## src/rtl/memory_arbiter.sv

```systemverilog
// -----------------------------------------------------------------------------
// memory_arbiter
//
// Shares the single main-memory port between the instruction-fetch unit (IF)
// and the load/store data unit (DM). A granted request is latched, then
// sequenced through ISSUE -> WAIT -> DONE. Completion happens either on the
// memory ACK or when the bounded wait expires. A forced completion raises
// TIMEOUT together with the DONE pulse.
//
// Every output is a register, so each output is glitch-free and is cleared
// directly by the asynchronous reset.
//
// Ports
//   MEM_ARBITER_CLOCK_50            system clock (rising edge)
//   MEM_ARBITER_RESET_InLow         asynchronous active-low reset
//   MEM_ARBITER_IF_*                fetch request / address / data / done
//   MEM_ARBITER_DM_*                data request / we / address / data / done
//   MEM_ARBITER_MEM_*               memory address, write data, RD/WR, read
//                                   data, ACK
//   MEM_ARBITER_BUSY_Out            high whenever a transaction is in flight
//   MEM_ARBITER_TIMEOUT_Out         one-cycle pulse with DONE on forced
//                                   completion
// -----------------------------------------------------------------------------
module memory_arbiter #(
  parameter int DATAWIDTH_BUS  = 32,
  parameter int TIMEOUT_CYCLES = 4
) (
  input  logic                     MEM_ARBITER_CLOCK_50,
  input  logic                     MEM_ARBITER_RESET_InLow,
  input  logic                     MEM_ARBITER_IF_REQ_In,
  input  logic [DATAWIDTH_BUS-1:0] MEM_ARBITER_IF_ADDRESS_InBUS,
  output logic [DATAWIDTH_BUS-1:0] MEM_ARBITER_IF_data_OutBUS,
  output logic                     MEM_ARBITER_IF_DONE_Out,
  input  logic                     MEM_ARBITER_DM_REQ_In,
  input  logic                     MEM_ARBITER_DM_WE_In,
  input  logic [DATAWIDTH_BUS-1:0] MEM_ARBITER_DM_ADDRESS_InBUS,
  input  logic [DATAWIDTH_BUS-1:0] MEM_ARBITER_DM_data_InBUS,
  output logic [DATAWIDTH_BUS-1:0] MEM_ARBITER_DM_data_OutBUS,
  output logic                     MEM_ARBITER_DM_DONE_Out,
  output logic [DATAWIDTH_BUS-1:0] MEM_ARBITER_MEM_ADDRESS_OutBUS,
  output logic [DATAWIDTH_BUS-1:0] MEM_ARBITER_MEM_data_OutBUS,
  output logic                     MEM_ARBITER_MEM_RD_Out,
  output logic                     MEM_ARBITER_MEM_WR_Out,
  input  logic [DATAWIDTH_BUS-1:0] MEM_ARBITER_MEM_data_InBUS,
  input  logic                     MEM_ARBITER_MEM_ACK_In,
  output logic                     MEM_ARBITER_BUSY_Out,
  output logic                     MEM_ARBITER_TIMEOUT_Out
);

  // Counter value seen in the last permitted WAIT cycle.
  localparam logic [3:0] WAIT_LAST = 4'(TIMEOUT_CYCLES - 1);

  typedef enum logic [1:0] {
    ST_IDLE  = 2'd0,
    ST_ISSUE = 2'd1,
    ST_WAIT  = 2'd2,
    ST_DONE  = 2'd3
  } state_t;

  state_t     state_r;
  logic       last_grant_r;   // 0 = IF was granted last, 1 = DM
  logic       grant_dm_r;     // owner of the transaction in flight
  logic       we_r;           // transaction in flight is a write
  logic [3:0] wait_cnt_r;
  logic       grant_dm_s;
  logic       wait_exit_s;

  // Round-robin pick: on a tie, the port that was not served last wins.
  always_comb begin
    grant_dm_s = 1'b0;
    if (MEM_ARBITER_DM_REQ_In && MEM_ARBITER_IF_REQ_In) begin
      grant_dm_s = ~last_grant_r;
    end else if (MEM_ARBITER_DM_REQ_In) begin
      grant_dm_s = 1'b1;
    end else begin
      grant_dm_s = 1'b0;
    end
  end

  // WAIT ends on ACK or once the bounded wait has been used up.
  always_comb begin
    wait_exit_s = 1'b0;
    if (MEM_ARBITER_MEM_ACK_In || (wait_cnt_r == WAIT_LAST)) begin
      wait_exit_s = 1'b1;
    end else begin
      wait_exit_s = 1'b0;
    end
  end

  // Transaction sequencer: state, latched request and all registered outputs.
  always_ff @(posedge MEM_ARBITER_CLOCK_50 or negedge MEM_ARBITER_RESET_InLow) begin
    if (!MEM_ARBITER_RESET_InLow) begin
      state_r                        <= ST_IDLE;
      last_grant_r                   <= 1'b0;
      grant_dm_r                     <= 1'b0;
      we_r                           <= 1'b0;
      wait_cnt_r                     <= 4'd0;
      MEM_ARBITER_IF_data_OutBUS     <= {DATAWIDTH_BUS{1'b0}};
      MEM_ARBITER_DM_data_OutBUS     <= {DATAWIDTH_BUS{1'b0}};
      MEM_ARBITER_IF_DONE_Out        <= 1'b0;
      MEM_ARBITER_DM_DONE_Out        <= 1'b0;
      MEM_ARBITER_MEM_ADDRESS_OutBUS <= {DATAWIDTH_BUS{1'b0}};
      MEM_ARBITER_MEM_data_OutBUS    <= {DATAWIDTH_BUS{1'b0}};
      MEM_ARBITER_MEM_RD_Out         <= 1'b0;
      MEM_ARBITER_MEM_WR_Out         <= 1'b0;
      MEM_ARBITER_BUSY_Out           <= 1'b0;
      MEM_ARBITER_TIMEOUT_Out        <= 1'b0;
    end else begin
      // The completion flags are single-cycle pulses.
      MEM_ARBITER_IF_DONE_Out <= 1'b0;
      MEM_ARBITER_DM_DONE_Out <= 1'b0;
      MEM_ARBITER_TIMEOUT_Out <= 1'b0;

      case (state_r)
        ST_IDLE: begin
          if (MEM_ARBITER_IF_REQ_In || MEM_ARBITER_DM_REQ_In) begin
            state_r              <= ST_ISSUE;
            grant_dm_r           <= grant_dm_s;
            last_grant_r         <= grant_dm_s;
            MEM_ARBITER_BUSY_Out <= 1'b1;
            // The memory-side registers act as the transaction latch.
            // Strobes rise here, so they are already high in ISSUE.
            if (grant_dm_s) begin
              we_r                           <= MEM_ARBITER_DM_WE_In;
              MEM_ARBITER_MEM_ADDRESS_OutBUS <= MEM_ARBITER_DM_ADDRESS_InBUS;
              MEM_ARBITER_MEM_RD_Out         <= ~MEM_ARBITER_DM_WE_In;
              MEM_ARBITER_MEM_WR_Out         <= MEM_ARBITER_DM_WE_In;
              if (MEM_ARBITER_DM_WE_In) begin
                MEM_ARBITER_MEM_data_OutBUS <= MEM_ARBITER_DM_data_InBUS;
              end else begin
                MEM_ARBITER_MEM_data_OutBUS <= {DATAWIDTH_BUS{1'b0}};
              end
            end else begin
              // Instruction fetches are always reads.
              we_r                           <= 1'b0;
              MEM_ARBITER_MEM_ADDRESS_OutBUS <= MEM_ARBITER_IF_ADDRESS_InBUS;
              MEM_ARBITER_MEM_data_OutBUS    <= {DATAWIDTH_BUS{1'b0}};
              MEM_ARBITER_MEM_RD_Out         <= 1'b1;
              MEM_ARBITER_MEM_WR_Out         <= 1'b0;
            end
          end else begin
            state_r <= ST_IDLE;
          end
        end

        ST_ISSUE: begin
          state_r    <= ST_WAIT;
          wait_cnt_r <= 4'd0;
        end

        ST_WAIT: begin
          if (wait_exit_s) begin
            state_r                 <= ST_DONE;
            MEM_ARBITER_MEM_RD_Out  <= 1'b0;
            MEM_ARBITER_MEM_WR_Out  <= 1'b0;
            MEM_ARBITER_TIMEOUT_Out <= ~MEM_ARBITER_MEM_ACK_In;
            if (grant_dm_r) begin
              MEM_ARBITER_DM_DONE_Out <= 1'b1;
            end else begin
              MEM_ARBITER_IF_DONE_Out <= 1'b1;
            end
            // Reads capture the bus at the completing edge, even on timeout.
            if (!we_r) begin
              if (grant_dm_r) begin
                MEM_ARBITER_DM_data_OutBUS <= MEM_ARBITER_MEM_data_InBUS;
              end else begin
                MEM_ARBITER_IF_data_OutBUS <= MEM_ARBITER_MEM_data_InBUS;
              end
            end
          end else begin
            wait_cnt_r <= wait_cnt_r + 4'd1;
          end
        end

        ST_DONE: begin
          state_r              <= ST_IDLE;
          MEM_ARBITER_BUSY_Out <= 1'b0;
        end

        default: begin
          state_r                <= ST_IDLE;
          MEM_ARBITER_MEM_RD_Out <= 1'b0;
          MEM_ARBITER_MEM_WR_Out <= 1'b0;
          MEM_ARBITER_BUSY_Out   <= 1'b0;
        end
      endcase
    end
  end

endmodule

```

## config.mk

```make
export PLATFORM = sky130hd
export DESIGN_NAME = memory_arbiter
export DESIGN_NICKNAME = d
export VERILOG_FILES = /design/src/rtl/memory_arbiter.sv
export SDC_FILE = /design/constraint.sdc
export NUM_CORES = 1
export LEC_CHECK = 0
export ABC_AREA = 1
export BUFFER_PORTS_ARGS = -buffer_cell sky130_fd_sc_hd__buf_2
export CAP_MARGIN = 30
export CORE_UTILIZATION = 40
export DETAILED_ROUTE_END_ITERATION = 10
export PLACE_DENSITY = 0.79
export SETUP_SLACK_MARGIN = 0.15
export SLEW_MARGIN = 20
export SYNTH_ARGS = -nofsm -noshare
export SYNTH_HDL_FRONTEND = slang
export SYNTH_SLANG_ARGS = --single-unit
```

## constraint.sdc

```tcl
create_clock -name MEM_ARBITER_CLOCK_50 -period 2.5 [get_ports MEM_ARBITER_CLOCK_50]
set_clock_uncertainty 0.15 [all_clocks]
set_input_delay 0.125 -clock MEM_ARBITER_CLOCK_50 [delete_from_list [all_inputs] [get_ports MEM_ARBITER_CLOCK_50]]
set_output_delay 0.125 -clock MEM_ARBITER_CLOCK_50 [all_outputs]
set_load 0.005 [all_outputs]
```

; Word-level counts from Yosys, hierarchy flattened
; Cells that the tools add are included.
[word_totals]
ff_bits = 142
latch_bits = 0
ram_bits = 0
romBits = 0
in_bits = 134
wordCells = 67
n_memories = 0
[op_classes]
n_addsub = 1
mul = 0
n_div = 0
n_lt_le_gt_ge = 0
eq_ne = 7
shifts = 0
n_mux = 28
bitwise = 4
reduce_logical = 13
[op_table]
columns = op, count
row1 = two-way mux 32 bit, 3
row2 = two-way mux 1 bit, 18
row3 = case mux 2 bit (4 select lines), 1
row4 = case mux 4 bit (2 select lines), 1
row5 = AND reduction 4 bit, 2
row6 = inequality test 2 bit (second input constant), 3
row7 = case mux 1 bit (2 select lines), 3
row8 = AND reduction 2 bit, 3
row9 = nonzero test 2 bit, 3
row10 = adder 4 x 1 -> 4 bit (second input constant), 1
row11 = equality test 2 bit (second input constant), 2
row12 = equality test 4 x 2 -> 1 bit (second input constant), 1
row13 = two-way mux 4 bit, 1
row14 = NOT 1 bit, 4
row15 = AND reduction 3 bit, 1
row16 = equality test 2 x 1 -> 1 bit (second input constant), 1
row17 = logical NOT 2 bit, 1
row18 = logical OR 1 bit, 2
row19 = two-way mux 2 bit, 1
row20 = logical AND 1 bit, 1

; Longest topological paths before layout
[depth]
word_depth = 5
depth_mapped = 9
mapped_depth_nobuf = 8

; Least setup slack after synthesis
; No wires, ideal clock.
[synth_timing]
path_type = reg-to-reg
startpoint = register state_r[0]
endpoint = register MEM_ARBITER_IF_data_OutBUS[10]
t_arrival_ns = 1.319
path_slack_ns = 0.914
path_stages_with_launch = 10
path_buffers = 2
synth_period_minus_slack_ns = 1.586
cell_sequence = dfrtp_1 > inv_1 > ha_1 > buf_4 > inv_2 > nor2_4 > nand3_2 > buf_2 > nand2_1 > nand2_1
[synth_between]
elab_chain_cells = 2
[synth_rtl]
columns = item, line_no
row1 = "start, declared", 60  ; state_t state_r;
row2 = "start signal, assigned", 93  ; state_r <= ST_IDLE;
row3 = "start signal, assigned", 117  ; state_r <= ST_ISSUE;
row4 = "start signal, assigned", 142  ; state_r <= ST_IDLE;
row5 = equality test 2 bit, 114  ; case (state_r)
row6 = AND reduction 4 bit (no source line), --
row7 = "end signal, assigned", 98  ; MEM_ARBITER_IF_data_OutBUS <= {DATAWIDTH_BUS{1'b0}};
row8 = "end signal, assigned", 167  ; MEM_ARBITER_IF_data_OutBUS <= MEM_ARBITER_MEM_data_InBUS;
row9 = "end, declared", 32  ; output logic [DATAWIDTH_BUS-1:0] MEM_ARBITER_IF_data_OutBUS,
; Every way passes these cells.
; A chain may end at the register's enable or synchronous reset.

==> flow_summary.json <==
{
  "grt-ovfl-total": 0,
  "cts-htree-levels": 4,
  "crit-reg2reg-launch": "grant_dm_r",
  "worstPathRequired_ns": 2.65,
  "end_kind": "flip-flop",
  "clk_pin_slew_worst_paths_ns": 0.06,
  "cp_top_family": "buffers and inverters",
  "core_area_sq_mm": 0.01537,
  "synthFlopType": "dfrtp_1",
  "track_usage_pct": 26.16,
  "yosysUniqueCellTypes": 22,
  "grt_pass1_vias": 6671,
  "ff2ff_setup_slack_ns": 0.24,
  "hold_viol_final": 0,
  "reg2reg_to": "MEM_ARBITER_MEM_ADDRESS_OutBUS[25]",
  "postRouteAntennaNets": 0,
  "drv_cap": 0,
  "drt_iter0_drc": 463,
  "root_buffer": "clkbuf_16",
  "power_frac_seq_pct": 36.5,
  "synthMuxAreaShare_pct": 0,
  "synth_top_family_by_area": "simple AND/OR/NAND/NOR gates",
  "grt_max_degree": 78,
  "die_area_sq_mm": 0.01643,
  "cp-start-kind": "flip-flop",
  "num_rows": 45,
  "slew_headroom_pct": 55.11,
  "fin_area_sq_mm": 0.009801,
  "cpPeakStageDelay_ns": 0.58,
  "ys_ff_latch": 142,
  "syn_area_sq_mm": 0.006367,
  "synthSimpleGateAreaFrac_pct": 24.72,
  "fmax_mhz": 442.9,
  "dr_total_vias": 6568,
  "syn_nets": 846,
  "clockPowerShare_pct": 25.0,
  "whs_endpoint": "MEM_ARBITER_MEM_WR_Out",
  "netlist_instances": 707,
  "switching_share_pct": 37.12,
  "path_cells": "nand2_2 -> nand2_2 -> buf_12 -> nand2_1 -> o211ai_1 -> nand2_1 -> dlygate4sd3_1",
  "cts_tree": "built",
  "nets": 1233,
  "period_share_pct": 90.32,
  "async_reset_ff_share_pct": 100.0,
  "yosysTopAreaCell": "dfrtp_1",
  "crit_fanout": 28,
  "synth_fa_ha_area_share_pct": 0.9825,
  "gp_congestion": 0.8011,
  "p_leak_nw": 5.421,
  "setup_viol": 0,
  "cts_buffer_depth": 2,
  "p_comb_share_pct": 38.5,
  "slowest_stage": "dlygate4sd3_1",
  "drc": 0,
  "p_per_area_mw_per_mm2": 1126,
  "synth.top_cell.area_share_pct": 55.81,
  "worst_ep_arrival_time_ns": 2.40,
  "cts_buffers": 17,
  "antenna_found_initial": 0,
  "die_h_microns": 128.2,
  "worstMarginPinSlew_ns": 0.6725,
  "die_x_microns": 128.2,
  "setup_tns_ns": 0,
  "drt-total-wl_microns": 20710,
  "holdPathStages": 6,
  "synth-compound-area-share_pct": 8.489,
  "critPathBufInv": 2,
  "yosysWarnings": 0,
  "placed_area_sq_mm": 0.007777,
  "clock-sinks": 142,
  "insertedDiodeCount": 0,
  "hp-class": "input pin to flip-flop",
  "period_minus_slack_ns": 2.258,
  "portBuffers": 267,
  "io_pins": 268,
  "clock_latency_ns": 0.41,
  "yosysSeqAreaShare_pct": 55.81,
  "routed_via_density": 4.983,
  "synthTopCellsByArea": "dfrtp_1 56%, nand2_1 16%, nand4_1 6.4%, inv_1 4.4%, o211ai_2 3.9%",
  "synth_xor_area_share_pct": 0.2751,
  "critPathKind": "flip-flop to flip-flop",
  "p_sw_mw": 4.097,
  "first_pass_iters": 5,
  "rsz0062_at_grt": "true",
  "outcome": "finished clean",
  "avgSynthCellArea_sq_um": 9.006,
  "hpwl_microns": 11680,
  "grt_pass1_wl_microns": 33210,
  "r2r_cells": 7,
  "hold_start": "MEM_ARBITER_IF_REQ_In",
  "start_util_pct": 41.42,
  "drive_above_1_share_pct": 31.26,
  "ir_drop_mv": 0.5362,
  "p_int_mw": 6.939,
  "synth-edff-count": 0,
  "wl_per_cell_microns": 15.71,
  "slew_violations": 0,
  "syn_to_final_growth_pct": 53.92
}
[cell families (layout without fill, tap and decap cells)]
| kind of cell | count (synthesis) | after routing |
|---|---|---|
| DFF | 142 | 142 |
| and+or+nand+nor | 361 | 362 |
| buffers and inverters | 125 | 524 |
| AOI/OAI and AO/OA | 72 | 72 |
| xor gates and xnor gates | 2 | 2 |
| adders and majority gates | 5 | 5 |
[per-stage QoR]
step | hold slack, ns | setup slack, ns | instances | total power, mW | util [%]
2_1_floorplan | -0.3206 | 0.9141 | 707 | 6.057 | -
3_3_place_gp | -0.1273 | 0.5034 | 1150 | 7.625 | 50.60
3_5_place_dp | -0.1246 | 0.4376 | 1150 | 7.751 | 50.60
4_1_cts | 0.004456 | 0.1618 | 1317 | 10.89 | 63.57
5_1_grt | 0.03300 | 0.1368 | 1318 | 11.80 | 63.76
6_report | 0.02679 | 0.2420 | 1318 | 11.04 | 63.76
[power groups by stage]
stage	Clock, mW	Combinational, mW	Sequential [mW]
after global placement	0	3.64	3.99
after detailed placement	0	3.76	3.99
after CTS	2.80	4.10	3.99
after global routing	2.91	4.73	4.15
after floorplan	0	1.99	4.06
final	2.76	4.25	4.03
[layout make-up]
class | instances | area [sq um]
fillers | 1175 | 5570
flip-flops and latches | 142 | 3553
clock inverters | 14 | 203.9
multi-input cells | 441 | 2211
inverters | 78 | 292.8
repair buffers | 414 | 2836
well taps | 211 | 264.0
clock buffers | 18 | 439.2
[synth_stat cells, types with 5 or more instances]
cell type and number:
inv_1 74, dfrtp_1 142, buf_6 14, nand3_1 8
clkbuf_1 10, nand2_1 275, buf_2 15, buf_4 7
ha_1 5, o211ai_1 12, o211ai_2 20, o21ai_0 40
nand4_1 65
[flip-flops by register name, indices dropped and copies added (netlist names), 2 cells and up]
signal / count
MEM_ARBITER_MEM_data_OutBUS: 32
MEM_ARBITER_MEM_ADDRESS_OutBUS: 32
wait_cnt_r: 4
MEM_ARBITER_IF_data_OutBUS: 32
MEM_ARBITER_DM_data_OutBUS: 32
state_r: 2
[cell usage in the layout (no fill, tap or decap), types with 3 or more instances in the layout]
| cell type | n |
|---|---|
| dfrtp_1 | 142 |
| o211ai_2 | 20 |
| o21ai_0 | 40 |
| clkinv_2 | 3 |
| buf_12 | 3 |
| ha_1 | 4 |
| dlygate4sd3_1 | 134 |
| clkbuf_16 | 18 |
| nand4_1 | 65 |
| inv_2 | 4 |
| inv_8 | 3 |
| buf_2 | 266 |
| nor2_1 | 3 |
| inv_1 | 74 |
| nand2_2 | 4 |
| o211ai_1 | 12 |
| nand3_1 | 8 |
| bufinv_16 | 4 |
| nand2_1 | 274 |
| buf_4 | 9 |
| nor3_1 | 3 |
[per-layer routing]
| layer | track usage (%) | vias up | wire, microns |
|---|---|---|---|
| met5 | 0 | - | 0 |
| met4 | 11.21 | 0 | 583 |
| met3 | 7.304 | 48 | 1751 |
| met2 | 45.11 | 336 | 10320 |
| met1 | 30.46 | 3126 | 8053 |
| li1 | - | 3058 | - |
[worst register-to-register path, delay by kind of cell, from the launching register on]
family	cells	cell delay, ns
buf+inv	2	0.80
flops	1	0.51
simple gates	4	0.57
compound gates	1	0.12
[worst max path at each step]
stage	from	endpoint	slack [ns]	depth (start not counted)
after global routing	grant_dm_r	MEM_ARBITER_MEM_ADDRESS_OutBUS[25]	0.14	7
after global placement	wait_cnt_r[0]	MEM_ARBITER_IF_data_OutBUS[30]	0.50	6
final	grant_dm_r	MEM_ARBITER_MEM_ADDRESS_OutBUS[25]	0.24	7
after detailed placement	wait_cnt_r[0]	MEM_ARBITER_IF_data_OutBUS[5]	0.44	6
after floorplan	state_r[0]	MEM_ARBITER_IF_data_OutBUS[10]	0.91	9
after CTS	state_r[0]	MEM_ARBITER_MEM_ADDRESS_OutBUS[12]	0.16	8
[repair_timing]
| item | CTS | global route |
|---|---|---|
| setup buffers | 0 | 0 |
| gates resized for setup | 0 | 2 |
| endpoints found under the setup margin | 0 | 46 |
| hold buffers | 135 | 0 |
| endpoints found under the hold margin | 274 | 0 |
No activity file was read; power rests on OpenSTA's default activity.
